==> src/rtl/l2_port_scheduler_if.sv <==
// rtl/l2_port_scheduler_if.sv - L1 I/D pmem sides and L2 port bundled for the port scheduler
interface l2_port_scheduler_if;
   logic         icache_read;
   logic [31:0]  icache_addr;
   logic         icache_resp;
   logic [255:0] icache_rdata;

   logic         dcache_read;
   logic         dcache_write;
   logic [31:0]  dcache_addr;
   logic [255:0] dcache_wdata;
   logic         dcache_resp;
   logic [255:0] dcache_rdata;

   logic         l2_read;
   logic         l2_write;
   logic [31:0]  l2_addr;
   logic [255:0] l2_wdata;
   logic         l2_resp;
   logic [255:0] l2_rdata;

   // master: the scheduler; slave: the L1 caches and the L2 around it
   modport master (
      input  icache_read, icache_addr,
      output icache_resp, icache_rdata,
      input  dcache_read, dcache_write, dcache_addr, dcache_wdata,
      output dcache_resp, dcache_rdata,
      output l2_read, l2_write, l2_addr, l2_wdata,
      input  l2_resp, l2_rdata
   );

   modport slave (
      output icache_read, icache_addr,
      input  icache_resp, icache_rdata,
      output dcache_read, dcache_write, dcache_addr, dcache_wdata,
      input  dcache_resp, dcache_rdata,
      input  l2_read, l2_write, l2_addr, l2_wdata,
      output l2_resp, l2_rdata
   );
endinterface

==> src/rtl/l2_port_scheduler.sv <==
// rtl/l2_port_scheduler.sv - D-priority L2 port scheduler with bounded I starvation and grant counters
module l2_port_scheduler #(
   parameter int STARVE_LIMIT = 4,
   parameter int CNT_W        = 16
) (
   input  logic                 clk,
   input  logic                 rst,
   l2_port_scheduler_if.master  bus,
   output logic [CNT_W-1:0]     i_grant_cnt,
   output logic [CNT_W-1:0]     d_grant_cnt
);
   localparam int              SW         = $clog2(STARVE_LIMIT + 1);
   localparam logic [SW-1:0]   STARVE_MAX = SW'(STARVE_LIMIT);
   localparam logic [CNT_W-1:0] CNT_MAX   = '1;

   typedef enum logic [1:0] {IDLE, SERVE_I, SERVE_D, RECOVER} state_t;

   state_t            state_q;
   logic              l2_read_q;
   logic              l2_write_q;
   logic [31:0]       l2_addr_q;
   logic [255:0]      l2_wdata_q;
   logic [SW-1:0]     starve_q;
   logic [CNT_W-1:0]  i_cnt_q;
   logic [CNT_W-1:0]  d_cnt_q;

   logic i_req, d_req, grant_i, grant_d;

   always_comb begin
      d_req   = bus.dcache_read | bus.dcache_write;
      i_req   = bus.icache_read;
      grant_i = i_req & (~d_req | (starve_q == STARVE_MAX));
      grant_d = d_req & ~grant_i;
   end

   always_ff @(posedge clk) begin
      if (rst) begin
         state_q    <= IDLE;
         l2_read_q  <= 1'b0;
         l2_write_q <= 1'b0;
         l2_addr_q  <= '0;
         l2_wdata_q <= '0;
         starve_q   <= '0;
         i_cnt_q    <= '0;
         d_cnt_q    <= '0;
      end else begin
         case (state_q)
            IDLE: begin
               if (!i_req) starve_q <= '0;
               if (grant_i) begin
                  state_q    <= SERVE_I;
                  l2_addr_q  <= bus.icache_addr;
                  l2_read_q  <= 1'b1;
                  l2_write_q <= 1'b0;
                  starve_q   <= '0;
                  if (i_cnt_q != CNT_MAX) i_cnt_q <= i_cnt_q + 1'b1;
               end else if (grant_d) begin
                  // A simultaneous read+write from the D side is a writeback
                  state_q    <= SERVE_D;
                  l2_addr_q  <= bus.dcache_addr;
                  l2_read_q  <= ~bus.dcache_write;
                  l2_write_q <= bus.dcache_write;
                  if (bus.dcache_write) l2_wdata_q <= bus.dcache_wdata;
                  if (i_req && (starve_q != STARVE_MAX)) starve_q <= starve_q + 1'b1;
                  if (d_cnt_q != CNT_MAX) d_cnt_q <= d_cnt_q + 1'b1;
               end
            end
            SERVE_I, SERVE_D: begin
               if (bus.l2_resp) begin
                  l2_read_q  <= 1'b0;
                  l2_write_q <= 1'b0;
                  state_q    <= RECOVER;
               end
            end
            RECOVER: state_q <= IDLE;
            default: state_q <= IDLE;
         endcase
      end
   end

   // Data is broadcast; only the resp strobe tells an L1 the line is for it
   assign bus.icache_resp  = (state_q == SERVE_I) & bus.l2_resp;
   assign bus.dcache_resp  = (state_q == SERVE_D) & bus.l2_resp;
   assign bus.icache_rdata = bus.l2_rdata;
   assign bus.dcache_rdata = bus.l2_rdata;

   assign bus.l2_read  = l2_read_q;
   assign bus.l2_write = l2_write_q;
   assign bus.l2_addr  = l2_addr_q;
   assign bus.l2_wdata = l2_wdata_q;

   assign i_grant_cnt = i_cnt_q;
   assign d_grant_cnt = d_cnt_q;
endmodule

==> src/flat_wrapper.sv <==
// flat-port wrapper written by rule: the top's interface ports become plain ports
module l2_port_scheduler_flat 
#(
   parameter int STARVE_LIMIT = 4,
   parameter int CNT_W        = 16
)
  (clk, rst, i_grant_cnt, d_grant_cnt, bus_icache_read, bus_icache_addr, bus_icache_resp, bus_icache_rdata, bus_dcache_read, bus_dcache_write, bus_dcache_addr, bus_dcache_wdata, bus_dcache_resp, bus_dcache_rdata, bus_l2_read, bus_l2_write, bus_l2_addr, bus_l2_wdata, bus_l2_resp, bus_l2_rdata);
  l2_port_scheduler_if bus_i ();
  input  logic clk;
  input  logic rst;
  output logic [CNT_W-1:0] i_grant_cnt;
  output logic [CNT_W-1:0] d_grant_cnt;
  input wire logic [$bits(bus_i.icache_read)-1:0] bus_icache_read;
  input wire logic [$bits(bus_i.icache_addr)-1:0] bus_icache_addr;
  output wire logic [$bits(bus_i.icache_resp)-1:0] bus_icache_resp;
  output wire logic [$bits(bus_i.icache_rdata)-1:0] bus_icache_rdata;
  input wire logic [$bits(bus_i.dcache_read)-1:0] bus_dcache_read;
  input wire logic [$bits(bus_i.dcache_write)-1:0] bus_dcache_write;
  input wire logic [$bits(bus_i.dcache_addr)-1:0] bus_dcache_addr;
  input wire logic [$bits(bus_i.dcache_wdata)-1:0] bus_dcache_wdata;
  output wire logic [$bits(bus_i.dcache_resp)-1:0] bus_dcache_resp;
  output wire logic [$bits(bus_i.dcache_rdata)-1:0] bus_dcache_rdata;
  output wire logic [$bits(bus_i.l2_read)-1:0] bus_l2_read;
  output wire logic [$bits(bus_i.l2_write)-1:0] bus_l2_write;
  output wire logic [$bits(bus_i.l2_addr)-1:0] bus_l2_addr;
  output wire logic [$bits(bus_i.l2_wdata)-1:0] bus_l2_wdata;
  input wire logic [$bits(bus_i.l2_resp)-1:0] bus_l2_resp;
  input wire logic [$bits(bus_i.l2_rdata)-1:0] bus_l2_rdata;
  assign bus_i.icache_read = bus_icache_read;
  assign bus_i.icache_addr = bus_icache_addr;
  assign bus_icache_resp = bus_i.icache_resp;
  assign bus_icache_rdata = bus_i.icache_rdata;
  assign bus_i.dcache_read = bus_dcache_read;
  assign bus_i.dcache_write = bus_dcache_write;
  assign bus_i.dcache_addr = bus_dcache_addr;
  assign bus_i.dcache_wdata = bus_dcache_wdata;
  assign bus_dcache_resp = bus_i.dcache_resp;
  assign bus_dcache_rdata = bus_i.dcache_rdata;
  assign bus_l2_read = bus_i.l2_read;
  assign bus_l2_write = bus_i.l2_write;
  assign bus_l2_addr = bus_i.l2_addr;
  assign bus_l2_wdata = bus_i.l2_wdata;
  assign bus_i.l2_resp = bus_l2_resp;
  assign bus_i.l2_rdata = bus_l2_rdata;
  l2_port_scheduler #(.STARVE_LIMIT(STARVE_LIMIT), .CNT_W(CNT_W)) u_core (.clk(clk), .rst(rst), .bus(bus_i), .i_grant_cnt(i_grant_cnt), .d_grant_cnt(d_grant_cnt));
endmodule
==> config.mk <==
export PLATFORM = sky130hd
export DESIGN_NAME = l2_port_scheduler_flat
export DESIGN_NICKNAME = d
export VERILOG_FILES = /design/src/rtl/l2_port_scheduler_if.sv /design/src/rtl/l2_port_scheduler.sv /design/src/flat_wrapper.sv
export SDC_FILE = /design/constraint.sdc
export NUM_CORES = 1
export LEC_CHECK = 0
export CAP_MARGIN = 5
export CORE_AREA = 10 10 541 543
export DETAILED_ROUTE_END_ITERATION = 12
export DIE_AREA = 0 0 551 553
export GPL_ROUTABILITY_DRIVEN = 1
export SYNTH_ARGS = -nofsm -noshare
export SYNTH_HDL_FRONTEND = slang
export SYNTH_SLANG_ARGS = --single-unit
==> constraint.sdc <==
create_clock -name clk -period 2.35 [get_ports clk]
set_clock_uncertainty 0.1 [all_clocks]
set_input_delay 0.705 -clock clk [delete_from_list [all_inputs] [get_ports clk]]
set_output_delay 0.705 -clock clk [all_outputs]
set_load 0.01 [all_outputs]
## Yosys cells after proc, flatten, opt, wreduce, memory -nomap -nowiden

Index checks and enable logic that the tools add are counted.

| word-level totals | value |
|---|---|
| flip-flop bits (word level) | 327 |
| input port bits | 582 |
| output and inout port bits | 836 |

| cells by class | value |
|---|---|
| add/sub/neg operators | 3 |
| eq/ne operators | 9 |
| multiplexer cells | 17 |
| bitwise logic cells | 9 |
| reduce and logical (&&, ||, !) cells | 11 |

Operators with widths:

| operator | count |
|---|---|
| two-way mux 32 bit | 2 |
| adder 16 x 1 -> 16 bit, second input constant | 2 |
| inequality test 16 bit, second input constant | 2 |
| two-way mux 3 bit | 4 |
| AND reduction 4 bit | 2 |
| two-way mux 2 bit | 3 |
| one-hot mux 2 bit (3 select lines) | 1 |
| AND reduction 3 bit | 2 |
| two-way mux 1 bit | 5 |
| AND 1 bit | 4 |
| == test 2 bit, second input constant | 2 |
| one-hot mux 1 bit (2 select lines) | 2 |
| AND reduction 2 bit | 2 |
| nonzero test 2 bit | 2 |
| adder 3 x 1 -> 3 bit, second input constant | 1 |
| == test 3 bit, second input constant | 1 |
| inequality test 3 x 1 -> 1 bit, second input constant | 1 |
| inequality test 3 bit, second input constant | 1 |
| inverter 1 bit | 3 |
| == test 2 x 1 -> 1 bit, second input constant | 1 |
| zero test 2 bit | 1 |
| inequality test 2 bit, second input constant | 1 |
| OR 1 bit | 2 |
| OR reduction 2 bit | 1 |
| logical AND 1 bit | 1 |

## Longest topological paths before layout

Gate-level depths: netlist of run 1.

| depth | value |
|---|---|
| word-level depth | 9 |
| gate-level depth with buffers | 10 |

## Worst setup path after synthesis of run 1

No wires, ideal clock.

| path | value |
|---|---|
| path type | input -> register |
| start | input port bus_dcache_write |
| end | register u_core.l2_wdata_q[215], in the netlist u_core.bus.l2_wdata[215] |
| setup time | 0.132 ns |
| arrival | 1.898 ns |
| data required time | 2.118 ns |
| path slack | 0.219 ns |
| stages | 9 |
| cell sequence | buf_6 o2bb2ai_4 nand2_2 and3_1 buf_2 buf_4 buf_2 nand2_1 a21oi_1 |

| on the way | value |
|---|---|
| cells in the longest elaborated chain, start to end | 7 |

RTL lines:

| element | line | text |
|---|---|---|
| from (decl) | flat_wrapper.sv:18 | `input wire logic [$bits(bus_i.dcache_write)-1:0] bus_dcache_write;` |
| OR 1 bit | l2_port_scheduler.sv:30 | `d_req = bus.dcache_read \| bus.dcache_write;` |
| inverter 1 bit | l2_port_scheduler.sv:32 | `grant_i = i_req & (~d_req \| (starve_q == STARVE_MAX));` |
| OR 1 bit | l2_port_scheduler.sv:32 |  |
| AND 1 bit | l2_port_scheduler.sv:32 |  |
| inverter 1 bit | l2_port_scheduler.sv:33 | `grant_d = d_req & ~grant_i;` |
| AND 1 bit | l2_port_scheduler.sv:33 |  |
| AND reduction 4 bit (no source line) (*) | - |  |
| to (signal assigned) | l2_port_scheduler.sv:63 | `if (bus.dcache_write) l2_wdata_q <= bus.dcache_wdata;` |
| to (decl) | l2_port_scheduler.sv:22 | `logic [255:0] l2_wdata_q;` |

Every way passes the cells marked *; elsewhere a longest branch is shown, timed or not.
A chain may end at the register's enable or synchronous reset.

## Worst setup path in the final report of run 1

| path | value |
|---|---|
| start | input port bus_l2_resp |
| end | output port bus_icache_resp |

| on the way | value |
|---|---|
| cells in the longest elaborated chain, start to end | 1 |

RTL lines:

| element | line | text |
|---|---|---|
| from (decl) | flat_wrapper.sv:27 | `input wire logic [$bits(bus_i.l2_resp)-1:0] bus_l2_resp;` |
| AND 1 bit | l2_port_scheduler.sv:82 | `assign bus.icache_resp = (state_q == SERVE_I) & bus.l2_resp;` |
| to (decl) | flat_wrapper.sv:15 | `output wire logic [$bits(bus_i.icache_resp)-1:0] bus_icache_resp;` |

No other way between the ends.

==> results of run 1 <==
## metrics by stage
stage	setup slack (ps)	hold WS [ps]	std cells	util (%)
detailed placement	-470	346	5918	8.52
floorplan	219	363	2049	-
CTS	-106	150	6005	9.02
global route	-95.3	176	6016	9.07
global placement	-458	342	5918	8.52
finish	-20.6	256	6026	9.07
## kinds of logic after synthesis
family                     after synthesis  share of synthesized area (%)
buffers and inverters                  633                           27.3
adders and majority gates                9                          0.700
and+or+nand+nor                        737                           19.0
AOI/OAI and AO/OA                      318                           10.9
DFF                                    327                           40.7
muxes                                    1                         0.0622
xor gates and xnor gates                24                           1.31
## worst max path at each step
| stage | start | slack, ps | to |
|---|---|---|---|
| finish | bus_l2_resp | -20 | bus_icache_resp |
| global route | u_core.state_q[1] | -100 | bus_icache_resp |
| CTS | u_core.state_q[1] | -110 | bus_icache_resp |
| detailed placement | bus_dcache_read | -470 | u_core.i_grant_cnt[13] |
| global placement | bus_dcache_read | -460 | u_core.i_grant_cnt[13] |
| floorplan | bus_dcache_write | 220 | u_core.bus.l2_wdata[215] |
## sequential cells by signal (all words and copies together) (netlist names)
| name | cells |
|---|---|
| u_core.starve_q | 3 |
| u_core.bus.l2_read | 1 |
| u_core.bus.l2_addr | 32 |
| u_core.bus.l2_wdata | 256 |
| u_core.d_grant_cnt | 16 |
| u_core.state_q | 2 |
| u_core.bus.l2_write | 1 |
| u_core.i_grant_cnt | 16 |
## power by group
group          internal [mW]  leakage [nW]  switching (mW)
clock                   4.26         0.761            3.16
combinational           3.35          5.66            4.70
sequential              6.60          2.68           0.724
total                   14.2          9.11            8.58
## timing repair
item                       in CTS  in global routing
resized for setup             449                 13
pin swaps                       1                  2
hold buffers                    0                  0
setup buffers                   4                  3
cloned                          0                  3
hold endpoints to repair        0                  0
setup endpoints to repair     303                 50
## metal layers
metal / track usage [%] / part of all wire [%]
met1: 7.70 / 23
met2: 16.6 / 41
met3: 16.1 / 31
met4: 4.99 / 5.3
met5: 0.791 / 0.19
## cell type report
type	instances	area share [%]
tap	3743	18.3
inverter	6	0.108
clock buffer	63	5.15
timing repair buffer	763	29.3
clock inverter	20	0.896
sequential	327	25.7
multi-input combinational	1089	20.4
antenna	15	0.147
## synthesized netlist by cell type, types with 2 or more instances
master      n  area (um2)
and4_1      2        17.5
nor4_1      7        43.8
and3_1      3        18.8
clkbuf_1   46         173
a21oi_1   270        1350
nor4b_1     3        26.3
nand2_1   559        2100
inv_1       6        22.5
dfxtp_1   327        6550
buf_2      60         300
o31ai_1     2        15.0
nor2_1     66         248
buf_4     513        3850
xor2_1      4        35.0
nand2b_1    2        12.5
a311oi_1   32         280
buf_1       7        26.3
nand4_1    12        75.1
nor3_1     11        55.1
o21ai_0     9        45.0
ha_1        9         113
nor3b_1     3        22.5
or3_1       3        18.8
nand3_1    49         245
and2_1      3        18.8
nor4_4      3        63.8
xnor2_1    20         175
==> summary.md, run 1 <==
| Metric | Value |
|---|---|
| Tcrit/Tclk final | 101% |
| CP Class | primary input to output port |
| DIE HEIGHT | 553 um |
| Die Area | 305000 um2 |
| Pin count of the biggest net entering global routing | 62 |
| Number of iterations in the first detailed-routing pass | 5 |
| Fin area | 25600 um2 |
| Leakage | 9.11 nW |
| Most frequent cells in the layout | 559 x nand2_1, 323 x clkdlybuf4s50_1, 309 x dfxtp_1, 270 x a21oi_1, 230 x dlygate4sd2_1 |
| Pwr per Cell Area | 892 nW/um2 |
| Min-Delay Path Depth | 2 |
| Peak supply drop | 546 uV |
| Layout overhead on the synthesized area | 58.9% |
| Initial Util | 5.71% |
| Setup ws final | -20.6 ps |
| CP arrival | 1570 ps |
| Clk sinks | 327 |
| Max Fclk | 422 MHz |
| CTS Buffer Depth | 3 |
| Avg WL per Cell | 30.6 um |
| Crit path max-delay family | buffers and inverters |
| Area post-placement | 24000 um2 |
| Worst-path fanout max | 3 |
| Layout filler cell count | 32900 |
| Failing checks | setup timing |
| Root Driver | clkbuf_16 |
| Worst min path class | primary input to flop |
| Worst endpoint required time | 1540 ps |
| Final Power | 22.8 mW |
| Setup_tns | -38.5 ps |
| Clk slew on worst S/H paths | 60 ps |
| Worst-margin pin slew | 549 ps |
| Final WL | 185000 um |
| First-pass GRT wire length | 215000 um |
| Cts bufs inserted | 46 |
| H-tree depth | 2 |
| R2r endpoint | u_core.i_grant_cnt[13] |
| DPL Wire Length | 167000 um |
| Area of the multi-input gates | 5200 um2 |
| Slew Viols, Final | 0 |
| IO Pins | 1418 |
| CP max stage delay | 560 ps |
| Die width | 551 um |
| CP max stage cell | clkdlybuf4s50_1 |
| Ys flop type | dfxtp_1 |
| Hold_sp | rst |
| Slew Limit Headroom | 63.1% |
| Critical-path cell list | clkdlybuf4s50_1 > and2_4 > buf_12 |
| Seq/Total Area, Yosys | 40.7% |
| Hold Path End | u_core.i_grant_cnt[9] |
| Max Cap Viol | 0 |
| Synthesized flop and latch total | 327 |
| Tot GR Track Use | 11.4% |
| Layout cells sized above 1 | 13.5% |
| Reg2Reg Setup Slack | 100 ps |
| Floorplan row count | 195 |
| Total grt overflow | 0 |
| Setup violators final | 2 |
| Setup crit end kind | output port |
| WP depth | 3 |
| FFs w/ async S/R, synth | 0% |
| Antenna-violating nets left | 0 |
| Count of final hold-check violations | 0 |
| Vias in the first global route | 14000 |
| Nets@finish | 2824 |
| CTS tree | yes |
| Register area | 6570 um2 |
| Mapped Cells | 2049 |
| RSZ-0062 raised after global routing | true |
| Worst-Skew Late Latency | 680 ps |
| Number of synthesized flops with an enable pin | 0 |
| Vias | 14800 |
| Cell area after synthesis | 16100 um2 |
| Drt initial violations | 1100 |
| Status | finished, violations left |
| Crit path buf inv count | 2 |
| DR vias/cell | 2.45 |
| Critical R2R Launch | u_core.state_q[0] |
| GP Congestion | 0.940 |
| Crit start category | primary input |
| Most common cell after layout, fill and taps aside | nand2_1 |
| R2r worst-path depth | 10 |
| Average size of a mapped cell | 7.85 um2 |
| Core footprint | 282000 um2 |
| DRC | 0 |
| Synth unique cells | 45 |
| Initial antenna violation count | 70 |
| PortBufs | 649 |
| Syn nets | 2640 |
| Min Tclk post-route | 2370 ps |
| Yosys warns | 0 |
Note: power is estimated with default switching activity, not from simulation.
==> inputs of run 2 (changes only) <==
--- a/constraint.sdc
+++ b/constraint.sdc
@@ -4,2 +4,2 @@
 set_output_delay 0.705 -clock clk [all_outputs]
-set_load 0.01 [all_outputs]
+set_load 0.02 [all_outputs]
==> summary.md, run 2 (same netlist as run 1, synthesis figures left out) <==
| Metric | Value |
|---|---|
| Drt initial violations | 1310 (+19%) |
| WHS | 352 ps (+95.9 ps) |
| CTS tree | yes |
| Most frequent cells in the layout | 559 x nand2_1, 322 x clkdlybuf4s50_1, 317 x dfxtp_1, 270 x a21oi_1, 162 x buf_4 |
| Crit path buf inv count | 2 (unchanged) |
| Max Fclk | 432 MHz (+2.5%) |
| Post-cts hold buffer count | 0 (unchanged) |
| DR vias/cell | 2.46 (+0.24%) |
| IO Pins | 1418 (unchanged) |
| Clock power share | 31.0% (-1.6 points) |
| Count of final hold-check violations | 0 (unchanged) |
| Cts bufs inserted | 46 (unchanged) |
| Worst-margin pin slew | 683 ps (+134 ps) |
| Core footprint | 282000 um2 (unchanged) |
| CP max stage delay | 350 ps (-210 ps) |
| Die width | 551 um (unchanged) |
| Root Driver | clkbuf_16 |
| First-pass GRT wire length | 217000 um (+0.94%) |
| Dpl ws | -487 ps (-17.0 ps) |
| Setup ws final | 36.1 ps (+56.7 ps) |
| Pin count of the biggest net entering global routing | 62 (unchanged) |
| Initial Util | 5.71% (unchanged) |
| Setup_tns | 0 ps (+38.5 ps) |
| Tot GR Track Use | 11.5% (+0.081 points) |
| Total grt overflow | 0 (unchanged) |
| Net Sw Frac | 40.2% (+2.5 points) |
| Worst endpoint required time | 1540 ps (about the same) |
| Setup crit end kind | output port |
| CTS Buffer Depth | 3 (unchanged) |
| Number of iterations in the first detailed-routing pass | 5 (unchanged) |
| Avg WL per Cell | 30.6 um (-0.12%) |
| Min Tclk post-route | 2310 ps (-56.7 ps) |
| DRC | 0 (unchanged) |
| Die Area | 305000 um2 (unchanged) |
| CP max stage cell | dfxtp_2 |
| Leakage | 8.82 nW (-3.2%) |
| Critical-path cell list | inv_2 > ha_2 > and2_4 > buf_12 |
| Internal power | 13.9 mW (-2.0%) |
| Max reg flops | 256 (unchanged) |
| Worst min path class | flop to flop |
| Sequential Power Share | 31.5% (-0.6 points) |
| Slew Viols, Final | 0 (unchanged) |
| Slew Limit Headroom | 54.5% (-8.6 points) |
| Vias | 14800 (+0.35%) |
| Max Cap Viol | 0 (unchanged) |
| Tcrit/Tclk final | 98.5% (-2.4 points) |
| Nets@finish | 2830 (+0.21%) |
| Combinational share of power | 37.5% (+2.2 points) |
| GP Congestion | 0.951 (+1.1%) |
| Vias in the first global route | 14200 (+1.4%) |
| Setup violators final | 0 (-2) |
| Clk slew on worst S/H paths | 60 ps (about the same) |
| Worst-Skew Late Latency | 660 ps (-20 ps) |
| CP Class | flop to output port |
| PortBufs | 649 (unchanged) |
| Most common cell after layout, fill and taps aside | nand2_1 |
| DPL Wire Length | 167000 um (-0.11%) |
| Antenna-violating nets left | 0 (unchanged) |
| Layout overhead on the synthesized area | 57.9% |
| Crit path max-delay family | flip-flops |
| Initial antenna violation count | 72 (+2.9%) |
| H-tree depth | 2 (unchanged) |
| Status | completed |
| Clk sinks | 327 (unchanged) |
| Floorplan row count | 195 (unchanged) |
| Switching power | 9.35 mW (+8.9%) |
| Layout cells sized above 1 | 16.9% (+3.4 points) |
| Final WL | 185000 um (about the same) |
| Pwr per Cell Area | 916 nW/um2 (+2.7%) |
| Peak supply drop | 595 uV (+9.1%) |
| Worst-path fanout max | 3 (unchanged) |
| RSZ-0062 raised after global routing | true |
| DIE HEIGHT | 553 um (unchanged) |
| CP arrival | 1510 ps (-60 ps) |
| Crit start category | flop |
==> run 2: cell types whose count changed in the layout (fill, tap and decap cells not counted), moves of 3 or more <==
cell,previous run,this run
dfxtp_1,309,317
clkbuf_16,49,46
buf_12,28,25
dfxtp_2,16,9
dlygate4sd2_1,230,143
buf_2,2,6
buf_4,102,162
clkdlybuf4s15_1,18,25
ha_2,0,3
clkdlybuf4s15_2,48,76
==> run 2: layer usage <==
layer	share of wire, %	GRT usage [%]	vias to the layer above
li1	-	-	6524
met1	23	7.87	6407
met2	40	16.5	1449
met3	31	16.1	436
met4	5.7	5.37	11
met5	0.19	0.744	-
==> run 2: worst reg2reg max path: stages, from the launching register on <==
cell and delay (ps):
dfxtp_2 330, inv_2 60, buf_4 90, buf_4 110, ha_2 200, buf_8 170, nand3_1 130, nor4_4 250
nand2b_4 110, or4_1 400, a21oi_1 170
==> run 2: final cells by class <==
type	instances	area, um2
Sequential cell	327	6560
Multi-Input combinational cell	1089	5190
Tap cell	3743	4680
Clock buffer	62	1290
Antenna cell	16	40.0
Inverter	6	22.5
Timing Repair Buffer	769	7410
Fill cell	32900	256000
Clock inverter	21	191
==> run 2: power by group through the flow <==
stage	registers [mW]	clock network [mW]	logic (mW)
2_1_floorplan	8.41	0	3.97
3_3_place_gp	7.39	0	9.29
3_5_place_dp	7.41	0	9.27
4_1_cts	7.30	7.62	8.89
5_1_grt	7.42	7.78	9.40
6_report	7.32	7.22	8.73
==> run 2: path summary, 6_finish.rpt <==
kind	depth (start not counted)	endpoint	slack, ps	start
setup / recovery	4	bus_dcache_resp	40	u_core.state_q[0]
hold / removal	2	u_core.bus.l2_wdata[141]	350	u_core.bus.l2_wdata[141]
setup reg to reg	10	u_core.i_grant_cnt[13]	140	u_core.state_q[0]
hold reg to reg	2	u_core.bus.l2_wdata[141]	350	u_core.bus.l2_wdata[141]
==> run 2: metrics by stage <==
| step | instance area (um2) | std cells | total power, mW | utilization [%] |
|---|---|---|---|---|
| CTS | 25400 | 6016 | 23.8 | 9.00 |
| floorplan | 16100 | 2049 | 12.4 | - |
| detailed placement | 23900 | 5930 | 16.7 | 8.50 |
| global placement | 23900 | 5930 | 16.7 | 8.50 |
| global route | 25400 | 6021 | 24.6 | 9.01 |
| finish | 25400 | 6033 | 23.3 | 9.02 |
==> run 2: repair_timing <==
item,4_1_cts,5_1_grt
gates resized for setup,468,20
buffers inserted,3,1
endpoints found under the setup margin,258,23
